[config.mk]
export PLATFORM = sky130hd
export DESIGN_NAME = feature_rd_seq
export DESIGN_NICKNAME = d
export VERILOG_FILES = /design/src/rtl/feature_rd_seq.sv
export SDC_FILE = /design/constraint.sdc
export NUM_CORES = 1
export LEC_CHECK = 0
export CAP_MARGIN = 20
export CORE_ASPECT_RATIO = 2
export CORE_MARGIN = 3
export CORE_UTILIZATION = 65
export DETAILED_ROUTE_END_ITERATION = 8
export DONT_BUFFER_PORTS = 1
export MAX_ROUTING_LAYER = met4
export PLACE_DENSITY_LB_ADDON = 0.08
export SLEW_MARGIN = 20
export SYNTH_ARGS = -nofsm -noshare
export SYNTH_HDL_FRONTEND = slang
export SYNTH_SLANG_ARGS = --single-unit
[constraint.sdc]
create_clock -name i_clk -period 5.55 [get_ports i_clk]
set_clock_uncertainty 0.2 [all_clocks]
set_input_delay 1.11 -clock i_clk [delete_from_list [all_inputs] [get_ports i_clk]]
set_output_delay 1.11 -clock i_clk [all_outputs]
set_load 0.005 [all_outputs]
[src/rtl/feature_rd_seq.sv]
// feature_rd_seq: walks the 8x512 banked feature RAM for one fetch descriptor,
// issuing one read per cycle. Returned words go out through a 2-entry in-order
// buffer with valid/ready handshaking.
// Ports:
//   i_clk, i_rst                  clock, synchronous active-high reset
//   i_start, i_bank_en,           descriptor: start pulse, bank enable vector,
//   i_ram_start, i_ram_stop       start offset in first bank, stop offset in last bank
//   o_ram_en, o_ram_addr          one-hot bank read enable and in-bank address
//   i_ram_rdata                   bank read data, 1-cycle latency
//   o_feat_valid, i_feat_ready    output handshake
//   o_feat_data, o_feat_idx,      feature word, global index, last-word marker
//   o_feat_last
//   o_busy, o_done, o_err         status: busy, completion pulse, rejected descriptor
module feature_rd_seq #(
    parameter int unsigned DATA_W = 16
) (
    input  logic                  i_clk,
    input  logic                  i_rst,
    input  logic                  i_start,
    input  logic [7:0]            i_bank_en,
    input  logic [8:0]            i_ram_start,
    input  logic [8:0]            i_ram_stop,
    output logic [7:0]            o_ram_en,
    output logic [8:0]            o_ram_addr,
    input  logic [8*DATA_W-1:0]   i_ram_rdata,
    output logic                  o_feat_valid,
    input  logic                  i_feat_ready,
    output logic [DATA_W-1:0]     o_feat_data,
    output logic [11:0]           o_feat_idx,
    output logic                  o_feat_last,
    output logic                  o_busy,
    output logic                  o_done,
    output logic                  o_err
);

    localparam int unsigned ENT_W = DATA_W + 13;

    typedef enum logic [1:0] {S_IDLE, S_RUN, S_DRAIN, S_DONE} state_t;

    state_t             r_state, w_next;

    logic [2:0]         r_bank, r_last_bank, r_infl_bank;
    logic [8:0]         r_addr, r_stop;
    logic               r_err;
    logic               r_inflight;
    logic [11:0]        r_infl_idx;
    logic               r_infl_last;
    logic [1:0]         r_count;
    logic [ENT_W-1:0]   r_slot0, r_slot1;

    logic [2:0]         w_first, w_lastb;
    logic               w_desc_err;
    logic               w_pop, w_push, w_issue, w_at_stop;
    logic [DATA_W-1:0]  w_rd_word;
    logic [ENT_W-1:0]   w_new;

    // Lowest and highest enabled bank of the incoming descriptor.
    always_comb begin
        w_first = '0;
        w_lastb = '0;
        for (int b = 0; b < 8; b++) begin
            if (i_bank_en[7-b]) w_first = 3'(7 - b);
            if (i_bank_en[b])   w_lastb = 3'(b);
        end
    end

    assign w_desc_err = (i_bank_en == 8'd0) ||
                        ((w_first == w_lastb) && (i_ram_stop < i_ram_start));

    assign o_feat_valid = (r_count != 2'd0);
    assign w_pop        = o_feat_valid && i_feat_ready;
    assign w_push       = r_inflight;
    assign w_at_stop    = (r_bank == r_last_bank) && (r_addr == r_stop);

    // Issue only when the word cannot overflow the buffer once it returns.
    assign w_issue = (r_state == S_RUN) &&
                     ((3'(r_count) + 3'(r_inflight) - 3'(w_pop)) < 3'd2);

    assign w_rd_word = i_ram_rdata[32'(r_infl_bank) * DATA_W +: DATA_W];
    assign w_new     = {r_infl_last, r_infl_idx, w_rd_word};

    assign o_feat_last = r_slot0[ENT_W-1];
    assign o_feat_idx  = r_slot0[ENT_W-2 -: 12];
    assign o_feat_data = r_slot0[DATA_W-1:0];

    // State register.
    always_ff @(posedge i_clk) begin
        if (i_rst) r_state <= S_IDLE;
        else       r_state <= w_next;
    end

    // Next-state logic.
    always_comb begin
        w_next = r_state;
        case (r_state)
            S_IDLE:  if (i_start) w_next = w_desc_err ? S_DONE : S_RUN;
            S_RUN:   if (w_issue && w_at_stop) w_next = S_DRAIN;
            // Finish as soon as the final beat is being accepted.
            S_DRAIN: if (!r_inflight &&
                         ((r_count == 2'd0) || ((r_count == 2'd1) && w_pop)))
                         w_next = S_DONE;
            S_DONE:  w_next = S_IDLE;
            default: w_next = S_IDLE;
        endcase
    end

    // Output decode.
    always_comb begin
        o_busy     = (r_state == S_RUN) || (r_state == S_DRAIN);
        o_done     = (r_state == S_DONE);
        o_err      = (r_state == S_DONE) && r_err;
        o_ram_en   = w_issue ? (8'd1 << r_bank) : 8'd0;
        o_ram_addr = r_addr;
    end

    // Address walk, in-flight tracking and output buffer.
    always_ff @(posedge i_clk) begin
        if (i_rst) begin
            r_bank      <= '0;
            r_addr      <= '0;
            r_last_bank <= '0;
            r_stop      <= '0;
            r_err       <= 1'b0;
            r_inflight  <= 1'b0;
            r_infl_bank <= '0;
            r_infl_idx  <= '0;
            r_infl_last <= 1'b0;
            r_count     <= '0;
            r_slot0     <= '0;
            r_slot1     <= '0;
        end else begin
            if ((r_state == S_IDLE) && i_start) begin
                r_bank      <= w_first;
                r_addr      <= i_ram_start;
                r_last_bank <= w_lastb;
                r_stop      <= i_ram_stop;
                r_err       <= w_desc_err;
            end else if (w_issue && !w_at_stop) begin
                if (r_addr == 9'd511) begin
                    r_addr <= '0;
                    r_bank <= 3'(r_bank + 3'd1);
                end else begin
                    r_addr <= 9'(r_addr + 9'd1);
                end
            end

            r_inflight <= w_issue;
            if (w_issue) begin
                r_infl_bank <= r_bank;
                r_infl_idx  <= {r_bank, r_addr};
                r_infl_last <= w_at_stop;
            end

            case ({w_push, w_pop})
                2'b10: begin
                    if (r_count == 2'd0) r_slot0 <= w_new;
                    else                 r_slot1 <= w_new;
                    r_count <= 2'(r_count + 2'd1);
                end
                2'b01: begin
                    r_slot0 <= r_slot1;
                    r_count <= 2'(r_count - 2'd1);
                end
                2'b11: begin
                    if (r_count == 2'd1) begin
                        r_slot0 <= w_new;
                    end else begin
                        r_slot0 <= r_slot1;
                        r_slot1 <= w_new;
                    end
                end
                default: ;
            endcase
        end
    end

endmodule
# Yosys cells after proc, flatten, opt, wreduce, memory -nomap -nowiden
# Index checks and enable logic that the tools add are counted.
# W data, S select, Z words.
[totals] register_bits=104 output_inout_bits=50 wordCells=102
[classes] addsub=6 magnitude_cmp=2 n_eq_ne=17 shifts=2 muxes=34 reduce_logical=28
[op_table] cell="$shiftx A128 B8 Y16" n=1
[op_table] cell="$mux W29" n=4
[op_table] cell="$pmux W29 S3" n=1
[op_table] cell="$pmux W29 S2" n=1
[op_table] cell="$mux W3" n=17
[op_table] cell="$mux W9" n=3
[op_table] cell="$logic_and A1 B1 Y1" n=10
[op_table] cell="$ne A2 B2 Y1 const B" n=5
[op_table] cell="$reduce_bool A2 Y1" n=5
[op_table] cell="$add A9 B1 Y9 const B" n=1
[op_table] cell="$eq A9 B9 Y1" n=1
[op_table] cell="$eq A9 B9 Y1 const B" n=1
[op_table] cell="$lt A9 B9 Y1" n=1
[op_table] cell="$eq A2 B2 Y1 const B" n=4
[op_table] cell="$logic_not A8 Y1" n=1
[op_table] cell="$mux W2" n=4
[op_table] cell="$mux W8" n=1
[op_table] cell="$pmux W2 S4" n=1
[op_table] cell="$shl A1 B3 Y8 const A" n=1
[op_table] cell="$eq A2 B1 Y1 const B" n=3
[op_table] cell="$eq A3 B3 Y1" n=2
[op_table] cell="$reduce_and A3 Y1" n=2
[op_table] cell="$logic_not A2 Y1" n=2
[op_table] cell="$pmux W2 S2" n=1
[op_table] cell="12 further kinds" n=16

# Logic depth before layout (Yosys ltp)
[depth] ltp_word=14 depth_mapped=14 mapped_depth_nobuf=14

# Worst setup path after synthesis
# OpenSTA, ideal clock, no wires.
[synth_path] path_kind="input to output" start="input port i_feat_ready" end="output port o_ram_en[1]" t_arrival_ns=2.786 required_ns=4.240 setup_slack_ns=1.454 stages=8 cell_sequence="nand2_1 nor2_1 o21ai_0 fa_1 xnor2_2 and3_1 clkbuf_1 and3_1"
[synth_via] elab_chain_len=5
[synth_lines] item="from (decl)" line="27" text="input logic i_feat_ready,"
[synth_lines] item="$logic_and A1 B1 Y1" line="71" text="assign w_pop = o_feat_valid && i_feat_ready;"
[synth_lines] item="$sub A3 B1 Y3" line="77" text="((3'(r_count) + 3'(r_inflight) - 3'(w_pop)) < 3'd2);"
[synth_lines] item="$lt A3 B2 Y1" line="77"
[synth_lines] item="$logic_and A1 B1 Y1" line="76" text="assign w_issue = (r_state == S_RUN) &&"
[synth_lines] item="$mux W8" line="112" text="o_ram_en = w_issue ? (8'd1 << r_bank) : 8'd0;"
[synth_lines] item="to (decl)" line="23" text="output logic [7:0] o_ram_en,"
# Every way passes these cells.

# Worst setup path after layout
[layout_path] start="register r_count[1]" end="output port o_ram_en[4]"
[layout_via] elab_chain_len=6 word_cells_on_any_way=7
[layout_lines] item="from (decl)" line="48" text="logic [1:0] r_count;"
[layout_lines] item="from (signal assigned)" line="158" text="r_count <= 2'(r_count + 2'd1);"
[layout_lines] item="from (signal assigned)" line="162" text="r_count <= 2'(r_count - 2'd1);"
[layout_lines] item="$reduce_bool A2 Y1" line="70" text="assign o_feat_valid = (r_count != 2'd0);"
[layout_lines] item="net o_feat_valid" line="26" text="output logic o_feat_valid,"
[layout_lines] item="$logic_and A1 B1 Y1" line="71"
[layout_lines] item="$sub A3 B1 Y3" line="77"
[layout_lines] item="$lt A3 B2 Y1" line="77"
[layout_lines] item="$logic_and A1 B1 Y1" line="76"
[layout_lines] item="$mux W8" line="112"
# The timed path passes the listed nets, and every way through them passes these cells.

==> metrics list <==
- Overflow after GRT: 0
* Area enclosed by the die boundary: 0.0102 mm^2
* Met2 wire len: 8410 um
- Detail-routed net length per standard cell: 22.5 um
* Unique cell type count in the Yosys netlist: 58
- Across the run, the number of max-cap violations was 0.
- Number of clock sinks: 101
- Fill cell count: 695
- Area share of the leading cell type in the synthesized netlist: 34.7%
- Fraction of final layout cells with drive strength greater than 1: 11.7%
* Largest buffer count on any clock path: 2
- Among all flip-flop cells after synthesis, the most frequent one is sky130_fd_sc_hd__dfxtp_1.
- Setup violations remaining at the end of the flow were counted as 0.
- For the final routed database, the setup TNS stands at 0 ns.
- The floorplan step set the die height to 140 um.
- Weighted congestion reported at the end of routability-driven placement: 0.905
- Dividing total power by cell area gives a power density of 455 mW/mm^2.
- For this run, the top clock speed supported by timing is 224 MHz.
- The critical path in this run is classified as reg -> out.
- Area growth from synthesis to layout: 4.85%
- After floorplanning, the core was sized to cover 0.00871 mm^2.
- Shortest clock period the worst path allows after layout: 4.46 ns
- The floorplan has 48 rows.
* Arrival time at the worst endpoint: 3.15 ns
- Biggest fanout along the worst timing path: 22
- The via count of the first global-routing pass came to 4,903.
- Leak Pwr: 0.00207 uW
- Average vias per placed instance: 6.68
- Reg2Reg Launch Point: r_count[1]
- Once the floorplan was initialized, standard cells occupied 66.9% of the core.
- Traced cell by cell, the critical path runs through inv_1 -> ha_1 -> inv_1 -> nand2_1 -> nor2_1 -> o21ai_0 -> fa_1 -> xnor2_2 -> and3_1 -> buf_4 -> and3_1.
- Sort of element at the end of the critical path: output port
- Fraction of synthesis flops using an asynchronous set or reset pin: 0%
- Cell count after synthesis: 643
- The finished layout holds 718 standard cells, fillers aside.
- In this run the number of H-tree levels came out at 3.
- Net count after synthesis: 827
- The worst setup path is launched from a register.
- Fin nets: 796
- Total clock buffers created by CTS: 9
* Root Buffer Master: sky130_fd_sc_hd__clkbuf_16
- At the end of the flow the core is filled with cells to 70.2%.
- Counting instances, the worst hold path has a depth of 2.
- Worst slew margin relative to its limit: 26.4%
* Antenna violations before repair: 1
* Maximum ir drop on the vdd rail: 0.278 mV
- Register-to-Register Path Depth: 12
- Clk pin slew, worst setup/hold paths: 0.07 ns
- The total count of max-transition violations in the final report is 0.
- First-pass GRT wire length: 25,100 um
* Count of TritonRoute iterations in the first routing pass: 5
* Clock latency reported for the late side of the worst-skew pair: 0.35 ns
- The worst hold path terminates at r_infl_bank[1].
- Number of hold violations in the final report: 0
* Cell with the largest stage delay on the worst path: sky130_fd_sc_hd__dfxtp_1
- The count of nets left with antenna violations once routing finished came out at 0.
- Share of the cycle needed by the critical path after routing: 80.4%
- After the first detailed-routing iteration, the DRC count stood at 278.
- The number of hold buffers added after CTS was 0.
* Number of synthesis warnings: 0
- Data on the critical path is required at its endpoint by 4.24 ns.
- After detailed routing, the wire length on met1 is 5400 um.
* Total met3 wirelength after detailed routing: 1340 um
* Estimated wirelength of the detail-placed design: 12,500 um
* EDFF count, synth: 0
- Clock tree from TritonCTS: yes
* Number of flip-flops and latches in the synthesized netlist: 101
- The worst hold path begins at r_infl_bank[1].
- Count of placed standard cells including taps: 700
- The routed design has 16,100 um of wire.
- Port buffering added 0 buffers.
* Synth top area cells: sky130_fd_sc_hd__dfxtp_1, sky130_fd_sc_hd__mux4_2, sky130_fd_sc_hd__a211oi_1
- The final route contains 4,793 vias.
- The die is 73.0 um wide.
* Worst R2R End: o_ram_addr[4]
- The largest single stage delay on the critical path is 0.43 ns.
- Summing the sequential cell areas from Yosys gives 34.7% of the chip area.
- The worst register-to-register path has a setup slack of 1.70 ns.
* Transition at the pin with the smallest max-transition slack: 1.10 ns
* Class of the worst hold path: reg -> reg
- Setup repair after global routing left no endpoint under its margin.
- Post-CTS timing repair inserted 0 buffers for setup.
- DRC violations left: 0
* Average cell area after synthesis: 9.07 um^2
* Run status: completed
- Top Ports: 208
- The biggest area contributor in the post-synthesis netlist is sky130_fd_sc_hd__dfxtp_1.
- Global router's overall resource usage: 33.1%
* Synth Cell Area: 0.00583 mm^2
- Entering global routing, the biggest net connects 102 pins.
- Resized Gates After CTS: 0
- Routed signal wires occupy layers up through met4.
## area by class of cell
cell class	instances	area [um^2]	share of cell area, %
Clock inverter	6	51.3	0.839
Multi-Input combinational cell	472	3540	57.9
Tap cell	100	125	2.05
Clock buffer	10	239	3.91
Antenna cell	1	2.50	0.0409
Sequential cell	101	2030	33.1
Inverter	24	90.1	1.47
Timing Repair Buffer	4	42.5	0.696
## cell families after synthesis
family	after synthesis	share of synthesized area, %
adders and majority gates	26	5.71
and+or+nand+nor	212	16.7
buffers and inverters	70	5.00
muxes	62	17.5
AOI/OAI and AO/OA	155	17.6
DFF	101	34.7
xor gates and xnor gates	17	2.68
## sequential cells by signal, summed over array words and instances (netlist names)
register,count
o_ram_addr,9
r_bank,3
r_count,2
r_err,1
r_infl_bank,3
r_infl_idx,9
r_infl_last,1
r_inflight,1
r_last_bank,3
r_slot0,29
r_slot1,29
r_state,2
r_stop,9
## metal layers
metal,GRT usage (%),vias to the layer above
met5,-,-
met1,33.5,2240
met4,19.8,0
met2,55.2,226
li1,-,2277
met3,8.84,50
## worst max-delay path, delay by kind of cell (launching register included)
kind	cells	cell delay, ns
flip-flops	1	0.43
AND/OR/NAND/NOR	4	0.78
buffers and inverters	3	0.54
XOR/XNOR	1	0.22
adder cells (fa/ha/maj)	2	0.69
AO/OA/AOI/OAI	1	0.14
## stage by stage
| stage | instance area, um^2 | hold slack [ns] | power, uW | worst slack, ns |
|---|---|---|---|---|
| 3_3_place_gp | 5790 | 0.239 | 2140 | 1.45 |
| 5_1_grt | 6110 | 0.284 | 2970 | 0.874 |
| 6_report | 6110 | 0.259 | 2780 | 1.09 |
| 2_1_floorplan | 5830 | 0.249 | 1930 | 1.45 |
| 4_1_cts | 6080 | 0.254 | 2790 | 1.08 |
| 3_5_place_dp | 5790 | 0.245 | 2180 | 1.40 |
## cells in the mapped netlist, types with 7 or more instances
master,instances
sky130_fd_sc_hd__clkbuf_1,30
sky130_fd_sc_hd__buf_2,8
sky130_fd_sc_hd__and3_1,7
sky130_fd_sc_hd__nor2_1,98
sky130_fd_sc_hd__ha_1,25
sky130_fd_sc_hd__a211oi_1,50
sky130_fd_sc_hd__inv_1,24
sky130_fd_sc_hd__nand3_1,7
sky130_fd_sc_hd__mux2i_1,29
sky130_fd_sc_hd__nand2_1,61
sky130_fd_sc_hd__a21oi_1,55
sky130_fd_sc_hd__mux4_2,32
sky130_fd_sc_hd__a22oi_1,13
sky130_fd_sc_hd__o21ai_0,8
sky130_fd_sc_hd__dfxtp_1,101
sky130_fd_sc_hd__xnor2_1,14
## placed cells by master, fill, tap and decap left out, drive strengths merged, types with 10 or more instances in the layout
cell type / synthesis / routed
a211oi: 51 / 51
nor2: 99 / 99
a22oi: 13 / 13
nand2: 61 / 61
o21ai: 10 / 10
dfxtp: 101 / 101
mux4: 32 / 32
mux2i: 29 / 29
inv: 24 / 29
xnor2: 15 / 15
ha: 25 / 25
clkbuf: 30 / 10
a21oi: 56 / 56
## power breakdown
| part | switching [uW] | internal (uW) |
|---|---|---|
| Clock | 287 | 325 |
| Combinational | 636 | 404 |
| Sequential | 210 | 918 |
## worst max-delay path by stage
| stage | startpoint | endpoint | slack, ns |
|---|---|---|---|
| final | r_count[1] | o_ram_en[4] | 1.09 |
| after global placement | i_feat_ready | o_ram_en[1] | 1.45 |
| after global routing | r_count[1] | o_ram_en[4] | 0.87 |
| after floorplan | i_feat_ready | o_ram_en[1] | 1.45 |
| after detailed placement | i_feat_ready | o_ram_en[5] | 1.40 |
| after CTS | r_count[1] | o_ram_en[5] | 1.08 |
Note: power is estimated with default switching activity, not from simulation.
